===== config.mk =====
export PLATFORM = sky130hd
export DESIGN_NAME = recv_wrapper
export DESIGN_NICKNAME = d
export VERILOG_FILES = /design/src/rtl/recv_wrapper.sv
export SDC_FILE = /design/constraint.sdc
export NUM_CORES = 2
export LEC_CHECK = 0
export ABC_CLOCK_PERIOD_IN_PS = 4400
export CAP_MARGIN = 20
export CORE_MARGIN = 10
export CORE_UTILIZATION = 63
export DETAILED_ROUTE_END_ITERATION = 10
export PLACE_DENSITY = 0.79
export SLEW_MARGIN = 40
export SYNTH_ARGS = -nofsm -noshare
export SYNTH_HDL_FRONTEND = slang
export SYNTH_SLANG_ARGS = --single-unit
export TNS_END_PERCENT = 30

===== constraint.sdc =====
create_clock -name clk -period 4.4 [get_ports clk]
set_clock_uncertainty 0.05 [all_clocks]
set_input_delay 0.88 -clock clk [delete_from_list [all_inputs] [get_ports clk]]
set_output_delay 0.88 -clock clk [all_outputs]
set_load 0.01 [all_outputs]

===== src/rtl/recv_wrapper.sv =====
// recv_wrapper: UART 8N1 receiver feeding a show-ahead word FIFO.
// Received bytes are either packed four to a 32-bit word (LSB byte first)
// or stored one per entry, selected by byte_mode at the start of each word.
// Optional feature macro: RECV_FRAME_CHECK_EN adds stop-bit checking and the
// sticky frame_err output; without it the stop-bit value is ignored.
//
// state | meaning
// IDLE  | line idle, waiting for a falling edge
// START | timing to the start-bit centre to confirm it is still low
// DATA  | sampling 8 data bits at bit centres, LSB first
// STOP  | timing to the stop-bit centre, then the byte is complete
module recv_wrapper #(
  parameter int CLK_PER_HALF_BIT = 434,
  parameter int DEPTH            = 128
) (
  input  logic        clk,
  input  logic        rstn,
  input  logic        UART_RX,
  input  logic        byte_mode,
  input  logic        ready,
  output logic [31:0] data,
  output logic        valid,
  output logic        overflow
`ifdef RECV_FRAME_CHECK_EN
  ,
  output logic        frame_err
`endif
);

  localparam int AW = $clog2(DEPTH);
  localparam int CW = $clog2(2 * CLK_PER_HALF_BIT) + 1;
  localparam logic [CW-1:0] HALF_LOAD = CW'(CLK_PER_HALF_BIT - 1);
  localparam logic [CW-1:0] BIT_LOAD  = CW'(2 * CLK_PER_HALF_BIT - 1);

  typedef enum logic [1:0] {IDLE, START, DATA, STOP} state_t;

  state_t        state;
  logic [CW-1:0] cnt;
  logic [2:0]    bit_idx;
  logic [7:0]    shift;
  logic [1:0]    byte_idx;
  logic [23:0]   word_buf;
  logic          push_req;
  logic [31:0]   push_data;

  logic rx_meta, rx_sync, rx_prev;

  logic [AW:0]  wr_ptr, rd_ptr;
  logic [31:0]  mem [DEPTH];
  logic         full, empty, do_pop, do_push;
  logic         byte_sel;

  // Mode is only honoured at a word boundary; a partial word always finishes
  // in word mode.
  assign byte_sel = (byte_idx == 2'd0) && byte_mode;

  // Two-flop synchronizer plus one delayed copy for falling-edge detection;
  // all reset high so reset release never looks like a start edge.
  always_ff @(posedge clk or negedge rstn) begin
    if (!rstn) begin
      rx_meta <= 1'b1;
      rx_sync <= 1'b1;
      rx_prev <= 1'b1;
    end else begin
      rx_meta <= UART_RX;
      rx_sync <= rx_meta;
      rx_prev <= rx_sync;
    end
  end

  // Receiver FSM with byte assembly; emits a one-cycle push request.
  always_ff @(posedge clk or negedge rstn) begin
    if (!rstn) begin
      state     <= IDLE;
      cnt       <= '0;
      bit_idx   <= '0;
      shift     <= '0;
      byte_idx  <= '0;
      word_buf  <= '0;
      push_req  <= 1'b0;
      push_data <= '0;
`ifdef RECV_FRAME_CHECK_EN
      frame_err <= 1'b0;
`endif
    end else begin
      push_req <= 1'b0;
      case (state)
        IDLE: begin
          if (rx_prev && !rx_sync) begin
            state <= START;
            cnt   <= HALF_LOAD;
          end
        end
        START: begin
          if (cnt == '0) begin
            if (!rx_sync) begin
              state   <= DATA;
              cnt     <= BIT_LOAD;
              bit_idx <= '0;
            end else begin
              state <= IDLE;
            end
          end else begin
            cnt <= cnt - 1'b1;
          end
        end
        DATA: begin
          if (cnt == '0) begin
            shift <= {rx_sync, shift[7:1]};
            cnt   <= BIT_LOAD;
            if (bit_idx == 3'd7) state <= STOP;
            else                 bit_idx <= bit_idx + 1'b1;
          end else begin
            cnt <= cnt - 1'b1;
          end
        end
        STOP: begin
          if (cnt == '0) begin
            state <= IDLE;
`ifdef RECV_FRAME_CHECK_EN
            if (!rx_sync) begin
              frame_err <= 1'b1;
              byte_idx  <= '0;
              word_buf  <= '0;
            end else
`endif
            begin
              if (byte_sel) begin
                push_req  <= 1'b1;
                push_data <= {24'b0, shift};
              end else begin
                case (byte_idx)
                  2'd0: word_buf[7:0]   <= shift;
                  2'd1: word_buf[15:8]  <= shift;
                  2'd2: word_buf[23:16] <= shift;
                  default: begin
                    push_req  <= 1'b1;
                    push_data <= {shift, word_buf};
                    word_buf  <= '0;
                  end
                endcase
                byte_idx <= byte_idx + 1'b1;
              end
            end
          end else begin
            cnt <= cnt - 1'b1;
          end
        end
        default: state <= IDLE;
      endcase
    end
  end

  assign empty   = (wr_ptr == rd_ptr);
  assign full    = (wr_ptr[AW] != rd_ptr[AW]) && (wr_ptr[AW-1:0] == rd_ptr[AW-1:0]);
  assign do_pop  = ready && !empty;
  assign do_push = push_req && (!full || do_pop);

  // FIFO pointers and sticky overflow.
  always_ff @(posedge clk or negedge rstn) begin
    if (!rstn) begin
      wr_ptr   <= '0;
      rd_ptr   <= '0;
      overflow <= 1'b0;
    end else begin
      if (do_push) wr_ptr <= wr_ptr + 1'b1;
      if (do_pop)  rd_ptr <= rd_ptr + 1'b1;
      if (push_req && full && !do_pop) overflow <= 1'b1;
    end
  end

  // FIFO storage; contents need no reset because data is gated by valid.
  always_ff @(posedge clk) begin
    if (do_push) mem[wr_ptr[AW-1:0]] <= push_data;
  end

  assign valid = !empty;
  assign data  = valid ? mem[rd_ptr[AW-1:0]] : 32'h0;

endmodule


==> results_dict.tcl <==
set metrics [dict create \
    status "finished, violations left" \
    failed_checks "setup timing" \
    hp-class "input port to flip-flop" \
    viasPerCell 8.056 \
    ys.flop_type "edfxtp_1" \
    max_stage_delay_ps 810 \
    synth_warnings 0 \
    ir_drop_uv 536.3 \
    yosys.area_share.simple_pct 1.422 \
    crit_arrival_ps 4770 \
    initial_core_util_pct 63.30 \
    gp_congestion 0.8641 \
    async_flop_share_pct 2.453 \
    fp-row-count 185 \
    max_freq_ghz 0.1756 \
    p_seq_share_pct 37.9 \
    grt_pass1_wl_um 750300 \
    first_pass_iters 10 \
    syn-cell-area_mm2 0.1609 \
    cts_tree "done" \
    finalCritPeriodShare_pct 129.4 \
    grt-busiest-layer "met2" \
    cts.sinks 4199 \
    p_switching_mw 37.12 \
    drc_errors 0 \
    maxSlewViolCount 0 \
    cp-start-kind "flip-flop" \
    r2r_setup_slack_ps 300 \
    syn2layout_area_growth_pct 19.83 \
    muxShareOfSynthArea_pct 14.64 \
    die_w_um 525.3 \
    grt_max_degree 130 \
    synth-compound-area-share_pct 4.083 \
    synth_top_family_by_area "multiplexers" \
    avgSynthCellArea_um2 21.71 \
    critPathMostFrequentCell "buf_4" \
    finish.utilization_pct 75.85 \
    tightest_slew_ps 1000 \
    worst_path_max_delay_cell "a21oi_1" \
    grtUsageMet3_pct 13.53 \
    setup_tns_ps -31760 \
    seq_area_frac_synth_pct 78.06 \
    ant_nets 0 \
    hp-start "UART_RX" \
    drive_gt1_share_pct 34.87 \
    p_clk_share_pct 31.6 \
    synth_fa_ha_area_share_pct 0.1167 \
    drt_wl_total_um 583800 \
    overflow 0 \
    total_power_mw 114.7 \
    core_mm2 0.2542 \
    ys_types 71 \
    io_pins 39 \
    crit_chain "buf_4, and2_4, buf_12, buf_12, buf_4, buf_4, a22oi_2, a21oi_1, a211oi_2, buf_4, nor3_4, clkdlybuf4s15_2" \
    antenna_found_initial 31 \
    max_cap_viol_count 0 \
    hpwl_um 266800 \
    crit_fanout 14 \
    first_global_vias 94080 \
    crit_start "rd_ptr[3]" \
    fill_cells 11500 \
    p_sw_share_pct 32.36 \
    met1_usage_pct 47.30 \
    wire_per_inst_um 47.95 \
    cts_root_buffer "clkbuf_16" \
    syn_inst 7412 \
    p_int_mw 77.57 \
    power.leakage_nw 67.56 \
    cpLargestDelayFamily "buffers and inverters" \
    synth_xor_area_share_pct 0.1252 \
    io_buffers 38 \
    timing.rr.start "rd_ptr[2]" \
    vias 98070 \
    path_buf_inv 7 \
    syn_nets 7432 \
    period_needed_ps 5696 \
    finalSetupViolCount 33 \
    die_area_mm2 0.2760 \
    p_comb_share_pct 30.4 \
    synth_edf_count 4096 \
    fin_ws_ps -1296 \
    powerDensity_mw_per_mm2 594.9 \
    drt-initial-drc-count 24070 \
    grt_use_met2_pct 59.31 \
    track_usage_pct 38.75 \
    grt_setup_unrepaired "true" \
    clockBufferDepth 4 \
    dieHeight_um 525.3 \
    slew_headroom_pct 33.31 \
    critPathKind "flip-flop to primary output" \
    numCtsBuffers 404 \
    htreeDepth 5 \
    hold_ws_ps 285.5 \
    end_kind "primary output" \
    synth_seq_cells 4199 \
    worstPathRequired_ps 3470 \
    clk_pin_slew_ps 70 \
    clk_latency_ps 1030 \
    fin_nets 8491 \
    hold_viol_final 0 \
]
repair_timing:
| action | 4_1_cts | 5_1_grt |
|---|---|---|
| endpoints found under the hold margin | 36 | 0 |
| hold buffers | 1 | 0 |
| setup endpoints to repair | 33 | 33 |
| pin swaps | 92 | 85 |
| gates resized for setup | 561 | 204 |
| buffers inserted | 70 | 116 |
| cloned | 26 | 2 |
metal layers:
metal | up-vias | wire, um | part of all wire [%]
met5 | - | 400 | 0.069
met4 | 20 | 60850 | 10
met3 | 3789 | 104200 | 18
met2 | 13480 | 260900 | 45
met1 | 47300 | 157400 | 27
li1 | 33470 | - | -
layout make-up:
type,count,area (um2),share of cell area (%)
sequential,4199,125700,65.21
multi-input combinational,2744,36370,18.87
timing repair buffer,1089,13200,6.847
clock buffer,498,10650,5.524
tap,3366,4212,2.185
clock inverter,229,2470,1.281
inverter,33,123.9,0.06425
antenna,15,37.54,0.01947
state kept, by name (all words and copies together), names as in the netlist, named ones only:
name,flops
byte_idx,2
rx_prev,1
cnt,11
overflow,1
wr_ptr,8
bit_idx,3
rx_sync,1
word_buf,24
push_data,32
shift,8
state,1
rd_ptr,8
rx_meta,1
mem,4096
push_req,1
synth_stat cells (47+ instances only):
library cell	instances	area, um2
o21ai_0	100	500.5
dfrtp_1	100	2502
mux2i_1	411	4114
nand2_1	99	371.6
nor2_1	173	649.4
clkbuf_1	156	585.6
a21oi_1	106	530.5
a22oi_1	314	2357
edfxtp_1	4096	123000
a31oi_1	79	494.2
nand2b_1	66	412.9
o221ai_1	58	508.0
buf_4	89	668.1
mux4_2	837	18850
o22ai_1	47	294.0
buf_2	153	765.7
a211oi_1	116	870.8
a22o_1	57	499.2
stage by stage:
| step | setup slack [ps] | cells | area, um2 |
|---|---|---|---|
| after floorplan | 726.7 | 7412 | 160900 |
| after global placement | -993.7 | 11210 | 173500 |
| after detailed placement | -1015 | 11220 | 173800 |
| after CTS | -845.7 | 12040 | 190800 |
| after global routing | -1281 | 12160 | 192700 |
| final | -1296 | 12170 | 192800 |
cell usage in the layout (no fill, tap or decap), types with 82 or more instances in the layout:
master	n
a22oi_1	239
nor2_4	133
edfxtp_1	4096
a21oi_1	84
nand2_1	90
buf_12	258
clkbuf_1	82
mux2i_1	397
buf_4	649
mux4_2	838
clkbuf_16	412
path summary, 6_finish.rpt:
path                            endpoint  cells past startpoint
min in group asynchronous       push_req                      2
max                             data[20]                     12
min reg2reg                      rx_sync                      0
max in group asynchronous  push_data[13]                      3
min                              rx_meta                      1
max reg2reg                   mem[9][13]                     13
worst reg2reg max path: stages, from the launching register on:
cell and delay, ps:
dfrtp_4 530, buf_4 160, buf_4 220, buf_4 190, buf_4 200, xor2_1 220, nor4_2 80, buf_4 170
a31o_2 270, nor2_1 290, nand3b_1 400, buf_4 390, nor2_4 180, buf_12 290
power by group through the flow:
stage / logic, mW / registers (mW) / clock network (mW)
after floorplan: 13.3 / 44.2 / 0
after global placement: 25.3 / 44.4 / 0
after detailed placement: 25.7 / 44.4 / 0
after CTS: 30.3 / 43.5 / 35.0
after global routing: 34.3 / 43.5 / 37.2
final: 34.9 / 43.5 / 36.3
logic make-up (layout without fill, tap and decap cells):
| kind of cell | Yosys count | after routing |
|---|---|---|
| flip-flops | 4199 | 4199 |
| AND/OR/NAND/NOR | 483 | 483 |
| buffers and inverters | 469 | 1849 |
| multiplexers | 1290 | 1290 |
| AO/OA/AOI/OAI | 933 | 933 |
| other | 0 | 15 |
| XOR/XNOR | 23 | 23 |
| adder cells (fa/ha/maj) | 15 | 15 |
Power figures use the tool's default switching activity.
